<file path="config.mk">
export PLATFORM = sky130hd
export DESIGN_NAME = seg_scan_driver
export DESIGN_NICKNAME = d
export VERILOG_FILES = /design/src/rtl/seg_pkg.sv /design/src/rtl/bcd_to_7seg.sv /design/src/rtl/seg_scan_driver.sv
export SDC_FILE = /design/constraint.sdc
export NUM_CORES = 1
export LEC_CHECK = 0
export ABC_AREA = 0
export CORE_MARGIN = 1
export CORE_UTILIZATION = 50
export DETAILED_ROUTE_END_ITERATION = 6
export GPL_ROUTABILITY_DRIVEN = 0
export PLACE_DENSITY = 0.79
export SYNTH_ARGS = -nofsm -noshare
export SYNTH_HDL_FRONTEND = slang
export SYNTH_SLANG_ARGS = --single-unit
</file>
<file path="constraint.sdc">
create_clock -name clk -period 3 [get_ports clk]
set_input_delay 0.75 -clock clk [delete_from_list [all_inputs] [get_ports clk]]
set_output_delay 0.75 -clock clk [all_outputs]
set_load 0.01 [all_outputs]
</file>
<file path="src/rtl/seg_pkg.sv">
// Shared constants for the 7-segment scan driver: digit count, active-low
// segment patterns ({g,f,e,d,c,b,a}) and the scan state encoding.
package seg_pkg;

    localparam int NUM_DIGITS = 4;

    localparam logic [6:0] SEG_BLANK = 7'b1111111;
    localparam logic [6:0] SEG_0     = 7'b1000000;
    localparam logic [6:0] SEG_1     = 7'b1111001;
    localparam logic [6:0] SEG_2     = 7'b0100100;
    localparam logic [6:0] SEG_3     = 7'b0110000;
    localparam logic [6:0] SEG_4     = 7'b0011001;
    localparam logic [6:0] SEG_5     = 7'b0010010;
    localparam logic [6:0] SEG_6     = 7'b0000010;
    localparam logic [6:0] SEG_7     = 7'b1111000;
    localparam logic [6:0] SEG_8     = 7'b0000000;
    localparam logic [6:0] SEG_9     = 7'b0010000;

    typedef enum logic {
        GUARD = 1'b0,
        ON    = 1'b1
    } scan_state_e;

endpackage

</file>
<file path="src/rtl/bcd_to_7seg.sv">
// Combinational BCD to active-low 7-segment decoder; codes 10-15 show blank.
module bcd_to_7seg
    import seg_pkg::*;
(
    input  logic [3:0] i_bcd,
    output logic [6:0] o_seg
);

    always_comb begin
        o_seg = SEG_BLANK;
        case (i_bcd)
            4'd0:    o_seg = SEG_0;
            4'd1:    o_seg = SEG_1;
            4'd2:    o_seg = SEG_2;
            4'd3:    o_seg = SEG_3;
            4'd4:    o_seg = SEG_4;
            4'd5:    o_seg = SEG_5;
            4'd6:    o_seg = SEG_6;
            4'd7:    o_seg = SEG_7;
            4'd8:    o_seg = SEG_8;
            4'd9:    o_seg = SEG_9;
            default: o_seg = SEG_BLANK;
        endcase
    end

endmodule

</file>
<file path="src/rtl/seg_scan_driver.sv">
// Time-multiplexed 4-digit common-anode 7-segment scan driver with guard gaps.
// Optional leading-zero blanking is enabled by defining SEG_SCAN_LZB_EN.
module seg_scan_driver
    import seg_pkg::*;
#(
    parameter int CLK_DIV      = 100000,
    parameter int BLANK_CYCLES = 16
) (
    input  logic       clk,
    input  logic       rst_n,
    input  logic       load,
    input  logic [3:0] d0,
    input  logic [3:0] d1,
    input  logic [3:0] d2,
    input  logic [3:0] d3,
    output logic [1:0] sel,
    output logic [3:0] an,
    output logic [6:0] seg,
    output logic       frame_done
);

    localparam int CNT_W = $clog2(CLK_DIV);
    typedef logic [CNT_W-1:0] cnt_t;
    localparam cnt_t CNT_LAST   = cnt_t'(CLK_DIV - 1);
    localparam cnt_t GUARD_LAST = cnt_t'(BLANK_CYCLES - 1);

    logic [NUM_DIGITS-1:0][3:0] r_pend;
    logic [NUM_DIGITS-1:0][3:0] r_shad;
    logic                       r_pend_v;
    cnt_t                       r_div_cnt;
    logic [1:0]                 r_sel;
    scan_state_e                r_state;
    logic [3:0]                 r_an;
    logic [6:0]                 r_seg;
    logic                       r_frame_done;

    logic [NUM_DIGITS-1:0][3:0] w_din;
    logic [NUM_DIGITS-1:0][3:0] w_shad_nxt;
    logic                       w_wrap;
    cnt_t                       w_div_nxt;
    logic [1:0]                 w_sel_nxt;
    scan_state_e                w_state_nxt;
    logic [6:0]                 w_dec_seg;
    logic                       w_lzb;
    logic                       w_show;

    assign w_din  = {d3, d2, d1, d0};
    assign w_wrap = (r_state == ON) && (r_div_cnt == CNT_LAST) && (r_sel == 2'd3);

    always_comb begin
        w_state_nxt = r_state;
        w_div_nxt   = r_div_cnt + 1'b1;
        w_sel_nxt   = r_sel;
        case (r_state)
            GUARD: if (r_div_cnt == GUARD_LAST) w_state_nxt = ON;
            ON: begin
                if (r_div_cnt == CNT_LAST) begin
                    w_div_nxt   = '0;
                    w_sel_nxt   = r_sel + 2'd1;
                    w_state_nxt = GUARD;
                end
            end
            default: w_state_nxt = GUARD;
        endcase
    end

    // Shadow digits only change at the frame wrap so a frame never tears;
    // a load coinciding with the wrap bypasses the pending buffer.
    always_comb begin
        w_shad_nxt = r_shad;
        if (w_wrap) begin
            if (load)
                w_shad_nxt = w_din;
            else if (r_pend_v)
                w_shad_nxt = r_pend;
        end
    end

    bcd_to_7seg u_dec (
        .i_bcd (w_shad_nxt[w_sel_nxt]),
        .o_seg (w_dec_seg)
    );

`ifdef SEG_SCAN_LZB_EN
    always_comb begin
        w_lzb = 1'b0;
        case (w_sel_nxt)
            2'd3:    w_lzb = (w_shad_nxt[3] == 4'd0);
            2'd2:    w_lzb = (w_shad_nxt[3] == 4'd0) && (w_shad_nxt[2] == 4'd0);
            2'd1:    w_lzb = (w_shad_nxt[3] == 4'd0) && (w_shad_nxt[2] == 4'd0)
                             && (w_shad_nxt[1] == 4'd0);
            default: w_lzb = 1'b0;
        endcase
    end
`else
    assign w_lzb = 1'b0;
`endif

    assign w_show = (w_state_nxt == ON) && !w_lzb;

    // Outputs are computed from next-state values so an and seg switch together.
    always_ff @(posedge clk or negedge rst_n) begin
        if (!rst_n) begin
            r_pend       <= '0;
            r_shad       <= '0;
            r_pend_v     <= 1'b0;
            r_div_cnt    <= '0;
            r_sel        <= 2'd0;
            r_state      <= GUARD;
            r_an         <= 4'b1111;
            r_seg        <= SEG_BLANK;
            r_frame_done <= 1'b0;
        end else begin
            r_state   <= w_state_nxt;
            r_div_cnt <= w_div_nxt;
            r_sel     <= w_sel_nxt;
            r_shad    <= w_shad_nxt;
            if (load)
                r_pend <= w_din;
            if (w_wrap)
                r_pend_v <= 1'b0;
            else if (load)
                r_pend_v <= 1'b1;
            r_an         <= w_show ? ~(4'b0001 << w_sel_nxt) : 4'b1111;
            r_seg        <= w_show ? w_dec_seg : SEG_BLANK;
            r_frame_done <= (w_state_nxt == ON) && (w_div_nxt == CNT_LAST)
                            && (w_sel_nxt == 2'd3);
        end
    end

    assign sel        = r_sel;
    assign an         = r_an;
    assign seg        = r_seg;
    assign frame_done = r_frame_done;

endmodule

</file>
; ---- Word level (Yosys, flattened, before mapping)
; Memories as Yosys holds them, arrays and structs flattened.
; Index checks and enable logic that the tools add are counted.
[word_totals]
ff_bits = 65
romBits = 112
in_bits = 19
output_inout_bits = 14
wordCells = 48
mem_count = 1
[memory_table]
columns = name, words, width, rd, rd_ports_with_merged_regs, wr, line_no
row1 = (no name shown), 16, 7, 1, 0, 0, bcd_to_7seg.sv:11  ; case (i_bcd)
[classes]
addsub = 2
magnitude_cmp = 1
n_eq_ne = 5
shifts = 1
n_mux = 16
n_bitwise = 2
reduce_logical = 5
[op_table]
columns = operator, count
row1 = 16-bit two-way mux, 3
row2 = "17-bit equality test, second input constant", 2
row3 = 17-bit two-way mux, 2
row4 = "17-bit by 1-bit adder with 17-bit output, second input constant", 1
row5 = "17-bit by 4-bit equality test with 1-bit output, second input constant", 1
row6 = 4-bit binary-select mux with 2-bit select, 1
row7 = 4-bit two-way mux, 2
row8 = 7-bit two-way mux, 1
row9 = "2-bit equality test, second input constant", 2
row10 = 1-bit logical AND, 4
row11 = 1-bit two-way mux, 4
row12 = 2-bit two-way mux, 2
row13 = 4-bit NOT, 1
row14 = "1-bit by 2-bit << shifter with 4-bit output, first input constant", 1
row15 = "2-bit by 3-bit < comparator with 1-bit output, second input constant", 1
row16 = "2-bit by 1-bit adder with 2-bit output, second input constant", 1
row17 = 1-bit case mux with 2 select lines, 1
row18 = 2-bit nonzero test, 1
row19 = 1-bit NOT, 1

; ---- Logic depth before layout (Yosys ltp)
; An unclocked memory read counts as a cell.
[depth]
ltp_word = 8
ltp_mapped = 14
depth_no_buf = 12

; ---- By module
; A second synthesis with hierarchy kept.
[unflattened]
hier_cells = 357
area_unflattened_um2 = 3514.6
[by_module_without_submodules]
columns = module, n_inst, cells_each, area_each_um2, seq_area_each_um2
row1 = seg_scan_driver, 1, 324, 3304.4, 1640.3
row2 = bcd_to_7seg, 1, 33, 210.2, 0.0

; ---- Worst setup path after synthesis
; Ideal clock, no wire load.
[synth_timing]
path_kind = register to register
startpoint = reg r_div_cnt[11]
endpoint = reg r_seg[3] (netlist: seg[3])
setup_time_ns = 0.086
arrival_time_ns = 2.807
required_ns = 2.914
slack_ns = 0.107
stages_incl_launch_ff = 12
path_buffers = 1
synth_period_minus_slack_ns = 2.893
path_cell_list = dfrtp_1 > nor4_4 > and4_1 > buf_2 > and3_4 > mux2i_4 > inv_4 > mux2i_1 > mux2_2 > ha_1 > and2_4 > o31ai_2
[synth_between]
word_cells_on_any_way = 14
cone_classes = eq/ne: 2 / mux: 9 / reduce/logical: 2 / memory: 1
[synth_lines]
columns = item, line_no
row1 = "start, declared", seg_scan_driver.sv:30  ; cnt_t r_div_cnt;
row2 = "start signal, assigned", seg_scan_driver.sv:115  ; r_div_cnt <= w_div_nxt;
row3 = 17-bit equality test, seg_scan_driver.sv:57  ; if (r_div_cnt == CNT_LAST) begin
row4 = 2-bit two-way mux, seg_scan_driver.sv:57
row5 = 2-bit two-way mux, seg_scan_driver.sv:54  ; case (r_state)
row6 = named net w_sel_nxt[1], seg_scan_driver.sv:41  ; logic [1:0] w_sel_nxt;
row7 = 4-bit binary-select mux with 2-bit select, seg_scan_driver.sv:80  ; .i_bcd (w_shad_nxt[w_sel_nxt]),
row8 = 4-bit two-way mux (not written as such), seg_scan_driver.sv:80
row9 = memory read 16 x 7 bit, --
row10 = 7-bit two-way mux, seg_scan_driver.sv:125  ; r_seg <= w_show ? w_dec_seg : SEG_BLANK;
row11 = "end signal, assigned", seg_scan_driver.sv:125
row12 = "end, declared", seg_scan_driver.sv:34  ; logic [6:0] r_seg;
; The timed path passes the listed nets, and every way through them passes these cells. The select of a mux whose other input is x is not followed.
; A chain may end at the register's enable or synchronous reset.

==> flow_summary.ini <==
[grt]
globalRoute.totalOverflow = 0
largest_net_degree_at_the_start_of_global_routing = 26
grt_antenna_before_repair = 0
grt_first_pass_wirelength_um = 11340
grtUsageTotal_pct = 23.31
grt_pass1_vias = 2353

[layout]
syn_to_final_growth_pct = 27.98
drive_gt1_share_pct = 28.98
fillerInstances = 452
design.final.nets = 373
multi_input_comb_area_um2 = 1463
finalInstanceArea_um2 = 4046
sequential_cell_area_in_the_final_layout_um2 = 1643
antenna_cells_inserted = 0

[yosys]
postSynthAreaPerCell_um2 = 11.37
netlist-cell-type-count = 51
synth.top_cells.by_area = sky130_fd_sc_hd__dfrtp_1 43%, sky130_fd_sc_hd__dfstp_2 9.1%, sky130_fd_sc_hd__mux2_2 5.3%
async_flop_share_pct = 100.0
synth_edf_count = 0
ys_seq_area_share_pct = 51.88
synthCells = 278
synth.largest_area_cell = sky130_fd_sc_hd__dfrtp_1
synth.cell_area_um2 = 3162
synthesized_nets = 304
yosys_most_used_dff = sky130_fd_sc_hd__dfrtp_1
synthesis.yosys.warnings = 0
synth_top_cell_area_share_pct = 42.74
synth-seq-cells = 65

[setup_path]
critPathMaxStageDelay_ns = 0.58
timing.critical_path.to = seg[3]
worstPathMaxFanout = 7
worst_path_required_ns = 3.25
setup.worst_path.start = load
reg2reg_to = seg[3]
path_cells = clkdlybuf4s50_1 -> nor2_1 -> buf_4 -> or4_4 -> o22a_1 -> mux2i_1 -> mux2_4 -> ha_1 -> and2_4 -> o31ai_2
r2r-start = r_div_cnt[13]
ff2ff_setup_slack_ns = 0.07
r2r.worst_path.cells = 10
critPathSlowestCell = sky130_fd_sc_hd__or4_4
setup.worst_path.end_class = flop
timing.critical_path.buf_inv = 2
crit_family = simple AND/OR/NAND/NOR gates
worstSetupPathType = input port to flop
start_kind = input port
arrival_ns = 3.24
path_depth = 10

[clocking]
worstSkewPairLatency_ns = 0.34
cts_hold_repair.buffers = 0
clock_tree.htree_level_count = 3
cts_tree = built
cts.path.max_buffers = 2
cts.clk_slew.worst_paths_ns = 0.07
clock_sinks = 65
cts_buffers = 9
clock-root-buffer = sky130_fd_sc_hd__clkbuf_8

[timing]
setup_viol = 0
max_slew_headroom_pct = 60.14
final_max_slew_viol_count = 0
timing.final.crit_share_pct = 99.47
fmax_ghz = 0.3351
grt_setup_unrepaired = yes
worstMarginPinSlew_ns = 0.5939
timing.final.hold_violations = 0
final.setup_skew_ns = 0.01132
post-route-min-period_ns = 2.984

[power]
p_per_area_nw_per_um2 = 468.6
p_leak_nw = 1.736
power.switching_fraction_pct = 23.18
netSwitchingPower_uw = 439.6
pwr-share-clk_pct = 41.9
worst_ir_drop_on_vdd_mv = 0.2991
total_power_consumption_mw = 1.896
p_comb_share_pct = 8.6
p_int_mw = 1.457
sequentialPowerShare_pct = 49.5

[drt]
remaining_drc_errors = 0
detailedRoute.firstIterationViolations = 155
dr_total_vias = 2358
totalWireLength_um = 7163
ant_nets = 0
vias_per_cell = 5.522
detailedRoute.firstPassIterationCount = 6
routed_wire_length_per_instance_um = 16.78

[floorplanning]
core.rowCount = 28
core_region_area_um2 = 6026
die_area_um2 = 6646
floorplan.initialDensity_pct = 52.47
io-pin-count = 33
fp.dieH_um = 81.52
die_width_um = 81.52

[worst_hold_path]
worst_hold_path_type = input port to asynchronous set/reset pin

[status]
outcome = finished clean

[placed_design]
numPortBuffers = 32
placedInstanceArea_um2 = 3715
detailed_place_hpwl_um = 4877

[flow_run]
max_cap_violations = 0
==> how the worst min path moves through the flow <==
| stage | slack (ns) | depth (start not counted) | from | endpoint |
|---|---|---|---|---|
| global placement | 0.48 | 1 | r_pend[11] | r_pend[11] |
| global route | 0.36 | 1 | rst_n | r_shad[11] |
| detailed placement | 0.48 | 1 | r_pend[11] | r_pend[11] |
| floorplan | 0.45 | 0 | rst_n | frame_done |
| CTS | 0.34 | 1 | rst_n | r_shad[11] |
| finish | 0.34 | 1 | rst_n | r_shad[11] |
==> synthesized netlist by cell type, drive strengths merged, types with 2 or more instances <==
cell and number:
nand4 5, a41oi 4, o22a 4, xnor2 7, mux2 15, o211ai 5
dfrtp 54, nor3 11, and4 3, clkbuf 6, nand3 12, and3 3
xor2 9, ha 7, nand2 22, a22oi 5, a211oi 2, mux2i 12
a32oi 3, nor2b 2, nor2 18, inv 12, nor4 3, o21ai 19
a21oi 6, and2 5, buf 3, dfstp 11
==> placed cells by master (no fill, tap or decap), types with 5 or more instances in the layout <==
cell type / netlist / routed
sky130_fd_sc_hd__nand2_1: 22 / 21
sky130_fd_sc_hd__xor2_1: 9 / 9
sky130_fd_sc_hd__inv_1: 10 / 10
sky130_fd_sc_hd__mux2_2: 15 / 13
sky130_fd_sc_hd__nand3_1: 12 / 12
sky130_fd_sc_hd__o211ai_1: 5 / 5
sky130_fd_sc_hd__ha_1: 7 / 6
sky130_fd_sc_hd__o21ai_0: 18 / 18
sky130_fd_sc_hd__clkbuf_8: 0 / 12
sky130_fd_sc_hd__a22oi_1: 5 / 5
sky130_fd_sc_hd__clkdlybuf4s50_1: 0 / 31
sky130_fd_sc_hd__nor2_1: 17 / 17
sky130_fd_sc_hd__nor3_1: 10 / 10
sky130_fd_sc_hd__dfstp_2: 11 / 11
sky130_fd_sc_hd__buf_4: 0 / 34
sky130_fd_sc_hd__dfrtp_1: 54 / 52
sky130_fd_sc_hd__mux2i_1: 10 / 9
sky130_fd_sc_hd__a21oi_1: 6 / 6
sky130_fd_sc_hd__xnor2_1: 6 / 6
==> per-layer routing <==
| metal | vias to the layer above | part of all wire (%) | GRT usage, % |
|---|---|---|---|
| met1 | 1178 | 47 | 31.88 |
| met3 | 11 | 3.0 | 5.444 |
| met5 | - | 0 | 0 |
| met2 | 34 | 49 | 36.42 |
| li1 | 1135 | - | - |
| met4 | 0 | 1.5 | 7.857 |
==> layout make-up <==
class / count / area share (%)
well taps: 75 / 2.319
inverters: 12 / 1.237
flip-flops and latches: 65 / 40.60
clock inverters: 4 / 1.237
repair buffers: 67 / 14.38
multi-input cells: 192 / 36.15
clock buffers: 12 / 4.082
==> sequential cells by signal (all words and copies together), names as in the netlist <==
| name | cells |
|---|---|
| r_div_cnt | 17 |
| r_pend | 16 |
| r_shad | 16 |
| seg | 7 |
| an | 4 |
| sel | 2 |
| frame_done | 1 |
| r_pend_v | 1 |
| r_state | 1 |
==> metrics by stage <==
stage / std cells / setup TNS (ns) / util [%] / hold WS [ns] / setup slack [ns]
2_1_floorplan: 278 / 0 / - / 0.4544 / 0.1071
6_report: 427 / 0 / 67.15 / 0.3402 / 0.01597
4_1_cts: 418 / 0 / 65.34 / 0.3390 / 0.04392
5_1_grt: 427 / -0.2083 / 67.15 / 0.3601 / -0.05293
3_5_place_dp: 401 / -0.7965 / 61.65 / 0.4845 / -0.1652
3_3_place_gp: 401 / -0.5145 / 61.65 / 0.4762 / -0.1077
==> power groups by stage <==
stage	logic [mW]	clock network (mW)	registers, mW
after floorplan	0.0704	0	0.955
after global placement	0.157	0	0.953
after detailed placement	0.160	0	0.955
after CTS	0.162	0.801	0.939
after global routing	0.180	0.849	0.942
final	0.163	0.794	0.939
==> cell families after synthesis <==
family | count (synthesis) | synth area share, %
XOR/XNOR | 16 | 5.026
adder cells (fa/ha/maj) | 7 | 2.770
AND/OR/NAND/NOR | 91 | 16.26
buffers and inverters | 21 | 2.889
multiplexers | 27 | 9.933
flip-flops | 65 | 51.88
AO/OA/AOI/OAI | 51 | 11.24
==> repair_timing <==
item | 4_1_cts | 5_1_grt
buffers inserted | 1 | 9
resized for setup | 0 | 12
setup endpoints to repair | 1 | 7
endpoints found under the hold margin | 0 | 0
pin swaps | 1 | 7
Note: power is estimated with default switching activity, not from simulation.
